$ cat src/rtl/boss_ctrl_if.sv
// -----------------------------------------------------------------------------
// boss_ctrl_if
//
// Bundles the signals between the game state machine / renderer side and the
// stage-3 boss sequencer. clk and rst stay plain ports on the modules.
//
//   state      game state (4 bits); STAGE3 (6) enables the boss
//   tick       one-cycle pulse per video frame
//   hit        one-cycle pulse, a player shot overlapped the boss
//   boss_x     sprite left edge (9 bits)
//   boss_y     sprite top edge (9 bits)
//   boss_state sprite frame index: 0-3 walk, 4 hit flash, 5 dead
//   boss_hp    remaining hit points
//   boss_dead  high while the boss is dead
//
// Modports:
//   master  drives state/tick/hit, observes the boss outputs
//   slave   the boss sequencer itself
// -----------------------------------------------------------------------------
interface boss_ctrl_if;
    logic [3:0] state;
    logic       tick;
    logic       hit;
    logic [8:0] boss_x;
    logic [8:0] boss_y;
    logic [3:0] boss_state;
    logic [3:0] boss_hp;
    logic       boss_dead;

    modport master (
        output state, tick, hit,
        input  boss_x, boss_y, boss_state, boss_hp, boss_dead
    );

    modport slave (
        input  state, tick, hit,
        output boss_x, boss_y, boss_state, boss_hp, boss_dead
    );
endinterface

$ cat src/rtl/boss_ctrl.sv
// -----------------------------------------------------------------------------
// boss_ctrl
//
// Sequencer for the stage-3 boss sprite. While the game is in STAGE3 the boss
// descends from y=0 to Y_PATROL, then patrols left/right between X_MIN and
// X_MAX one pixel per frame tick, with a 4-frame walk animation. Player hits
// cost one hit point and trigger a HIT_TICKS-long flash; the last hit point
// kills the boss. Leaving STAGE3 returns everything to reset values so a
// re-entered stage restarts at full HP.
//
// Ports:
//   clk   system clock
//   rst   synchronous, active-high reset
//   bus   boss_ctrl_if.slave (state/tick/hit in, boss_* out)
//
// All outputs are registered; a tick or hit sampled at an edge shows on the
// outputs right after that edge.
// -----------------------------------------------------------------------------
module boss_ctrl #(
    parameter int X_MIN     = 20,
    parameter int X_MAX     = 300,
    parameter int X_START   = 155,
    parameter int Y_PATROL  = 40,
    parameter int HP_INIT   = 8,
    parameter int ANIM_DIV  = 8,
    parameter int HIT_TICKS = 8
) (
    input  logic       clk,
    input  logic       rst,
    boss_ctrl_if.slave bus
);

    localparam logic [3:0] STAGE3      = 4'd6;
    localparam logic [3:0] FRAME_FLASH = 4'd4;
    localparam logic [3:0] FRAME_DEAD  = 4'd5;

    localparam logic [8:0] X_MIN_W    = 9'(X_MIN);
    localparam logic [8:0] X_MAX_W    = 9'(X_MAX);
    localparam logic [8:0] X_START_W  = 9'(X_START);
    localparam logic [8:0] Y_PATROL_W = 9'(Y_PATROL);
    localparam logic [3:0] HP_INIT_W  = 4'(HP_INIT);
    localparam logic [7:0] ANIM_LAST  = 8'(ANIM_DIV - 1);
    localparam logic [7:0] FLASH_LAST = 8'(HIT_TICKS - 1);

    typedef enum logic [2:0] {
        S_IDLE,
        S_ENTER,
        S_PATROL,
        S_HIT,
        S_DEAD
    } fsm_t;

    fsm_t       fsm;
    logic [8:0] x_q;
    logic [8:0] y_q;
    logic [3:0] frame_q;
    logic [3:0] hp_q;
    logic       dead_q;
    logic       dir;      // 1 = moving right
    logic [7:0] acnt;     // walk animation prescaler
    logic [7:0] fcnt;     // hit-flash tick counter

    logic       active;
    logic       anim_wrap;
    logic [7:0] acnt_next;
    logic [3:0] frame_walk_next;
    logic [8:0] x_step;
    logic       dir_step;

    assign active = (bus.state == STAGE3);

    // Walk animation: the frame index advances once every ANIM_DIV ticks and
    // only ever cycles through 0..3.
    assign anim_wrap       = (acnt == ANIM_LAST);
    assign acnt_next       = anim_wrap ? 8'd0 : acnt + 8'd1;
    assign frame_walk_next = anim_wrap ? {2'b00, frame_q[1:0] + 2'd1} : frame_q;

    // Patrol step. Reaching a bound turns the boss around on the same tick and
    // steps it one pixel back inside, so the position never overshoots.
    always_comb begin
        x_step   = x_q;
        dir_step = dir;
        if (dir && x_q == X_MAX_W) begin
            x_step   = X_MAX_W - 9'd1;
            dir_step = 1'b0;
        end else if (!dir && x_q == X_MIN_W) begin
            x_step   = X_MIN_W + 9'd1;
            dir_step = 1'b1;
        end else if (dir) begin
            x_step = x_q + 9'd1;
        end else begin
            x_step = x_q - 9'd1;
        end
    end

    // NOTE: every state register uses non-blocking assignment so all of them
    // update together from the values seen at the same edge; blocking here
    // would let later statements see half-updated state.
    always_ff @(posedge clk) begin
        // NOTE: reset and stage exit share one path; every register, including
        // counters and direction, is restored so a re-entered stage is a clean
        // restart rather than a continuation.
        if (rst || !active) begin
            fsm     <= S_IDLE;
            x_q     <= X_START_W;
            y_q     <= 9'd0;
            frame_q <= 4'd0;
            hp_q    <= HP_INIT_W;
            dead_q  <= 1'b0;
            dir     <= 1'b1;
            acnt    <= 8'd0;
            fcnt    <= 8'd0;
        end else begin
            case (fsm)
                S_IDLE: begin
                    fsm <= S_ENTER;
                end

                // Descent: x stays at X_START, hits are ignored.
                S_ENTER: begin
                    if (bus.tick) begin
                        y_q     <= y_q + 9'd1;
                        acnt    <= acnt_next;
                        frame_q <= frame_walk_next;
                        if (y_q + 9'd1 == Y_PATROL_W) begin
                            fsm <= S_PATROL;
                        end
                    end
                end

                // A hit takes priority over a tick in the same cycle: the
                // boss neither moves nor animates on that cycle.
                S_PATROL: begin
                    if (bus.hit) begin
                        if (hp_q > 4'd1) begin
                            hp_q    <= hp_q - 4'd1;
                            frame_q <= FRAME_FLASH;
                            fcnt    <= 8'd0;
                            fsm     <= S_HIT;
                        end else begin
                            hp_q    <= 4'd0;
                            frame_q <= FRAME_DEAD;
                            dead_q  <= 1'b1;
                            fsm     <= S_DEAD;
                        end
                    end else if (bus.tick) begin
                        x_q     <= x_step;
                        dir     <= dir_step;
                        acnt    <= acnt_next;
                        frame_q <= frame_walk_next;
                    end
                end

                // Flash: position and direction frozen, hits ignored. The
                // walk animation restarts from frame 0 when patrol resumes.
                S_HIT: begin
                    if (bus.tick) begin
                        if (fcnt == FLASH_LAST) begin
                            fcnt    <= 8'd0;
                            acnt    <= 8'd0;
                            frame_q <= 4'd0;
                            fsm     <= S_PATROL;
                        end else begin
                            fcnt <= fcnt + 8'd1;
                        end
                    end
                end

                // Dead: everything held until the stage is left.
                S_DEAD: begin
                    frame_q <= FRAME_DEAD;
                    dead_q  <= 1'b1;
                end

                default: begin
                    fsm <= S_IDLE;
                end
            endcase
        end
    end

    assign bus.boss_x     = x_q;
    assign bus.boss_y     = y_q;
    assign bus.boss_state = frame_q;
    assign bus.boss_hp    = hp_q;
    assign bus.boss_dead  = dead_q;

endmodule

$ cat src/flat_wrapper.sv
// flat-port wrapper written by rule: the top's interface ports become plain ports
module boss_ctrl_flat 
#(
    parameter int X_MIN     = 20,
    parameter int X_MAX     = 300,
    parameter int X_START   = 155,
    parameter int Y_PATROL  = 40,
    parameter int HP_INIT   = 8,
    parameter int ANIM_DIV  = 8,
    parameter int HIT_TICKS = 8
)
  (clk, rst, bus_state, bus_tick, bus_hit, bus_boss_x, bus_boss_y, bus_boss_state, bus_boss_hp, bus_boss_dead);
  boss_ctrl_if bus_i ();
  input  logic clk;
  input  logic rst;
  input wire logic [$bits(bus_i.state)-1:0] bus_state;
  input wire logic [$bits(bus_i.tick)-1:0] bus_tick;
  input wire logic [$bits(bus_i.hit)-1:0] bus_hit;
  output wire logic [$bits(bus_i.boss_x)-1:0] bus_boss_x;
  output wire logic [$bits(bus_i.boss_y)-1:0] bus_boss_y;
  output wire logic [$bits(bus_i.boss_state)-1:0] bus_boss_state;
  output wire logic [$bits(bus_i.boss_hp)-1:0] bus_boss_hp;
  output wire logic [$bits(bus_i.boss_dead)-1:0] bus_boss_dead;
  assign bus_i.state = bus_state;
  assign bus_i.tick = bus_tick;
  assign bus_i.hit = bus_hit;
  assign bus_boss_x = bus_i.boss_x;
  assign bus_boss_y = bus_i.boss_y;
  assign bus_boss_state = bus_i.boss_state;
  assign bus_boss_hp = bus_i.boss_hp;
  assign bus_boss_dead = bus_i.boss_dead;
  boss_ctrl #(.X_MIN(X_MIN), .X_MAX(X_MAX), .X_START(X_START), .Y_PATROL(Y_PATROL), .HP_INIT(HP_INIT), .ANIM_DIV(ANIM_DIV), .HIT_TICKS(HIT_TICKS)) u_core (.clk(clk), .rst(rst), .bus(bus_i));
endmodule
$ cat config.mk
export PLATFORM = sky130hd
export DESIGN_NAME = boss_ctrl_flat
export DESIGN_NICKNAME = d
export VERILOG_FILES = /design/src/rtl/boss_ctrl_if.sv /design/src/rtl/boss_ctrl.sv /design/src/flat_wrapper.sv
export SDC_FILE = /design/constraint.sdc
export NUM_CORES = 1
export LEC_CHECK = 0
export ABC_AREA = 1
export CAP_MARGIN = 20
export CORE_MARGIN = 2
export CORE_UTILIZATION = 50
export DETAILED_ROUTE_END_ITERATION = 6
export PLACE_DENSITY = 0.75
export SETUP_SLACK_MARGIN = 0.3
export SLEW_MARGIN = 20
export SYNTH_ARGS = -nofsm -noshare
export SYNTH_HDL_FRONTEND = slang
export SYNTH_SLANG_ARGS = --single-unit
$ cat constraint.sdc
create_clock -name clk -period 3 [get_ports clk]
set_input_delay 0.3 -clock clk [delete_from_list [all_inputs] [get_ports clk]]
set_output_delay 0.3 -clock clk [all_outputs]
set_load 0.05 [all_outputs]
==> flow_summary.ini, run 1 <==
[hold_path]
min_path_type = reg2reg

[synth]
synthTopCellsByCount = nand2_1 (102), inv_1 (60), dfxtp_1 (47), nor2_1 (46), a21oi_1 (33)
synth_area_mm2 = 0.00288
synth_top_area_cell = dfxtp_1
syn-num-nets = 455
yosysWarnings = 0
ys_types = 36
yosys_most_used_dff = dfxtp_1
avgSynthCellArea_um2 = 6.66
synthTopCellsByArea = dfxtp_1 (33%), nand2_1 (13%), inv_1 (7.8%), nor2_1 (6.0%), a21oi_1 (5.7%)
synth_edf_count = 0
yosysMostFrequentCell = nand2_1
synth-async-reset-ratio_pct = 0
yosysSeqAreaShare_pct = 32.6
ys_ff_latch = 47
yosysTopAreaCellShare_pct = 32.6
syn-instance-count = 433

[timing]
clock_skew_ns = 0.00746
max_freq_mhz = 490
hold_violations = 0
period_minus_slack_ns = 2.04
setup_viol = 0
rsz0062_at_grt = no
slew_violations = 0
finalCritPeriodShare_pct = 68.0
finalSetupTns_ns = 0
tightest_slew_ns = 0.601
relSlewSlack_pct = 59.9

[clocking]
insertion_delay_ns = 0.31
clkSlewWorstSetupHoldPaths_ns = 0.09
htree_levels = 2
clock-sinks = 47
cts_tree = yes
ctsHoldBuffers = 0
numCtsBuffers = 5
root_buffer = clkbuf_8
post_cts_buffers = 0
cts-resized-gates = 0
clk_path_buf_depth = 2

[placed_design]
placed_cells = 533
dp_hpwl_um = 4710
place_area_mm2 = 0.00328
gp_congestion = 0.896
portBuffers = 34

[global_routing]
grt_max_degree = 22
antenna_found_initial = 0
grt_use_total_pct = 20.4
grt_pass1_wl_um = 10700
grt_pass1_vias = 2490
gr-total-overflow = 0

[detailed_routing]
drtPass1Iterations = 4
detail-route-antenna-nets = 0
drt_wl_total_um = 6320
vias = 2817
drc = 0
wire_per_inst_um = 11.7
vias_per_cell = 5.21
drtIter0Drc = 115

[cells_and_area]
antenna_cells = 0
final_net_count = 490
area_delta_synth_final_pct = 17.7
fill_cells = 530
area.sequential_um2 = 941
finish.instance_area_mm2 = 0.00340
final_cell_count_no_fill = 541
multi_input_area_mm2 = 0.00166
drive_above_1_share_pct = 5.54

[die]
start_util_pct = 52.1
rows = 27
die-width_um = 79.9
io_pins = 35
die_h_um = 79.9
die_area_mm2 = 0.00639
core_mm2 = 0.00554

[power]
powerDensity_mw_per_mm2 = 335
leakagePower_nw = 1.49
p_total_mw = 1.14
peakVddDrop_uv = 230

[status]
status = finished, final reports clean

[setup_path]
arrival_ns = 2.23
startpoint_type = flop
worstPathRequired_ns = 3.19
critical_path_peak_fanout = 12
critPathCaptureType = flop
path_class = reg2reg

[run]
max_cap_viol_count = 0
cells in the final DEF, fill, tap and decap left out, types with 2 or more instances in the layout:
cell type	instances
nor2_1	46
or2_2	5
nand3_1	29
nand2_2	3
clkbuf_8	6
nand4_1	10
xnor2_1	4
xor2_1	7
o21ai_1	5
ha_1	13
nor3_4	2
a21oi_1	33
nor3b_1	4
dfxtp_1	47
nor3_1	9
a211oi_1	3
o21ai_0	23
inv_2	4
o21bai_1	2
a31oi_1	2
nand2_1	102
clkdlybuf4s50_1	34
nor2_4	2
inv_1	60
nand3b_1	2
registers in the layout, indices dropped and copies added, names as in the netlist:
register and cells:
u_core.dir 1, u_core.bus.boss_x 9, u_core.fsm 3, u_core.bus.boss_y 9
u_core.bus.boss_dead 1, u_core.bus.boss_hp 4, u_core.bus.boss_state 4, u_core.acnt 8
u_core.fcnt 8
final cells by class:
cell class / instances / area share [%]
Multi-Input combinational cell: 315 / 48.9
Sequential cell: 47 / 27.7
Timing Repair Buffer: 35 / 10.2
Inverter: 64 / 7.07
Tap cell: 72 / 2.65
Clock buffer: 6 / 2.43
Clock inverter: 2 / 1.03
stage by stage:
step                worst slack, ns  hold slack (ns)  util [%]
global placement              0.753            0.433      59.2
global route                  0.709            0.470      61.3
detailed placement            0.655            0.434      59.2
finish                        0.960            0.444      61.3
CTS                           0.986            0.448      61.3
floorplan                     0.960            0.443         -
final timing paths:
| kind | from | to | slack (ns) | cells past startpoint |
|---|---|---|---|---|
| min reg2reg | u_core.bus.boss_state[3] | u_core.bus.boss_state[3] | 0.44 | 2 |
| min | u_core.bus.boss_state[3] | u_core.bus.boss_state[3] | 0.44 | 2 |
| max reg2reg | u_core.fcnt[0] | u_core.acnt[4] | 0.96 | 6 |
| max | u_core.fcnt[0] | u_core.acnt[4] | 0.96 | 6 |
worst max-delay path, stage by stage, from the launching register on:
cell     delay (ns)
dfxtp_1        0.38
ha_1           0.26
nand3_1        0.12
o21ai_0        0.34
nand2_1        0.33
o21ai_1        0.40
nor3b_1        0.10
kinds of logic after synthesis:
| kind of cell | after synthesis | share of synthesized area [%] |
|---|---|---|
| AOI/OAI and AO/OA | 74 | 14.1 |
| xor gates and xnor gates | 11 | 3.34 |
| adders and majority gates | 14 | 6.33 |
| buffers and inverters | 71 | 9.85 |
| DFF | 47 | 32.6 |
| and+or+nand+nor | 216 | 33.8 |
power by group:
part | internal (mW) | switching [mW]
sequential | 0.624 | 0.000604
combinational | 0.0115 | 0.0130
clock | 0.270 | 0.220
layer usage:
| metal | track usage (%) | vias up | part of all wire [%] | wire length, µm |
|---|---|---|---|---|
| met5 | 0 | - | 0 | 0 |
| met4 | 5.93 | 0 | 0.90 | 57 |
| met3 | 3.39 | 7 | 3.4 | 216 |
| met2 | 35.3 | 38 | 48 | 3050 |
| met1 | 26.0 | 1296 | 47 | 3000 |
| li1 | - | 1476 | - | - |
Power figures use the tool's default switching activity.
==> inputs of run 2 (changes only) <==
- clock period: 3 -> 2.04 ns (I/O delays scaled with it)
==> flow_summary.ini, run 2 (synthesis gave the netlist of run 1 again) <==
[cells_and_area]
fill_cells = 549
final_net_count = 499
antenna_cells = 0
area.sequential_um2 = 978
multi_input_area_mm2 = 0.00178
drive_above_1_share_pct = 14.4
area_delta_synth_final_pct = 24.3
layout_common_cells = nand2_1 (99), inv_1 (59), nor2_1 (41)
mostFrequentLayoutCell = nand2_1

[setup_path]
path_buf_inv = 1
path_delay_family = buffers and inverters
critPathCaptureType = primary output
cpMaxStageDelayCell = clkdlybuf4s50_1
cpPeakStageDelay_ns = 0.82
cp_cell_sequence = clkdlybuf4s50_1
startpoint = u_core.bus.boss_x[2]
startpoint_type = flop
worstPathRequired_ns = 1.84
reg2reg_from = u_core.fsm[1]
path_class = reg2out
arrival_ns = 1.50
critical_path_peak_fanout = 4

[hold_path]
hold_start = u_core.bus.boss_state[3]
min_path_type = reg2reg

[die]
core_mm2 = 0.00554
rows = 27
die_area_mm2 = 0.00639
start_util_pct = 52.1
die-width_um = 79.9
die_h_um = 79.9
io_pins = 35

[placed_design]
portBuffers = 34
gp_congestion = 0.896
dp_hpwl_um = 4830

[global_routing]
grt_pass1_wl_um = 11300
gr-total-overflow = 0
grt_pass1_vias = 2675
grt_max_degree = 21
antenna_found_initial = 0
grt_use_total_pct = 21.6

[clocking]
numCtsBuffers = 5
insertion_delay_ns = 0.29
cts_tree = yes
clock-sinks = 47
root_buffer = clkbuf_8
clk_path_buf_depth = 2
ctsHoldBuffers = 0
htree_levels = 2
clkSlewWorstSetupHoldPaths_ns = 0.08

[timing]
max_freq_mhz = 586
tightest_slew_ns = 0.511
relSlewSlack_pct = 65.8
worst_hold_slack_ns = 0.439
period_minus_slack_ns = 1.71
rsz0062_at_grt = yes
clock_skew_ns = 0.00703
finalCritPeriodShare_pct = 83.6
hold_violations = 0
slew_violations = 0
finalSetupTns_ns = 0
setup_viol = 0

[detailed_routing]
drc = 0
drt_wl_total_um = 6770
vias = 2866
drtIter0Drc = 89
wire_per_inst_um = 12.3
vias_per_cell = 5.21
drtPass1Iterations = 4
detail-route-antenna-nets = 0

[power]
leakagePower_nw = 1.62
peakVddDrop_uv = 392
powerDensity_mw_per_mm2 = 415

[run]
max_cap_viol_count = 0

[status]
status = finished, final reports clean
==> run 2: what timing repair did <==
item / CTS / global route
pin swaps: 0 / 10
setup buffers: 0 / 2
resized for setup: 17 / 44
cloned: 0 / 1
setup endpoints to repair: 25 / 38
==> run 2: where the power goes <==
group	leakage (nW)	switching, mW	total [mW]	internal, mW
logic	1.20	0.0206	0.0390	0.0183
clock network	0.0395	0.297	0.541	0.244
registers	0.385	0.000908	0.907	0.906
==> run 2: worst paths after layout <==
check,to,slack [ns],depth (start not counted)
max reg2reg,u_core.bus.boss_x[1],0.40,9
min reg2reg,u_core.bus.boss_state[3],0.44,2
min,u_core.bus.boss_state[3],0.44,2
max,bus_boss_x[2],0.33,1
==> run 2: through the flow <==
stage	power [mW]	worst slack, ns	cell area, µm²	cells	util, %
floorplan	0.951	0.263	2900	433	-
global placement	0.971	0.131	3340	539	60.3
detailed placement	0.971	0.116	3340	539	60.3
CTS	1.50	0.263	3430	547	62.0
global route	1.56	0.253	3580	550	64.7
finish	1.49	0.335	3580	550	64.7
==> run 2: final cells by class <==
type / instances / share of cell area, %
Clock buffer: 8 / 2.23
Inverter: 64 / 6.84
Multi-Input combinational cell: 316 / 49.7
Sequential cell: 47 / 27.3
Tap cell: 72 / 2.51
Timing Repair Buffer: 43 / 11.5
==> run 2: metal layers <==
layer / up-vias / wire [µm] / track usage (%)
met5: - / 0 / 0
met4: 0 / 18 / 3.22
met3: 4 / 256 / 4.86
met2: 48 / 3180 / 37.2
met1: 1312 / 3320 / 28.2
li1: 1502 / - / -
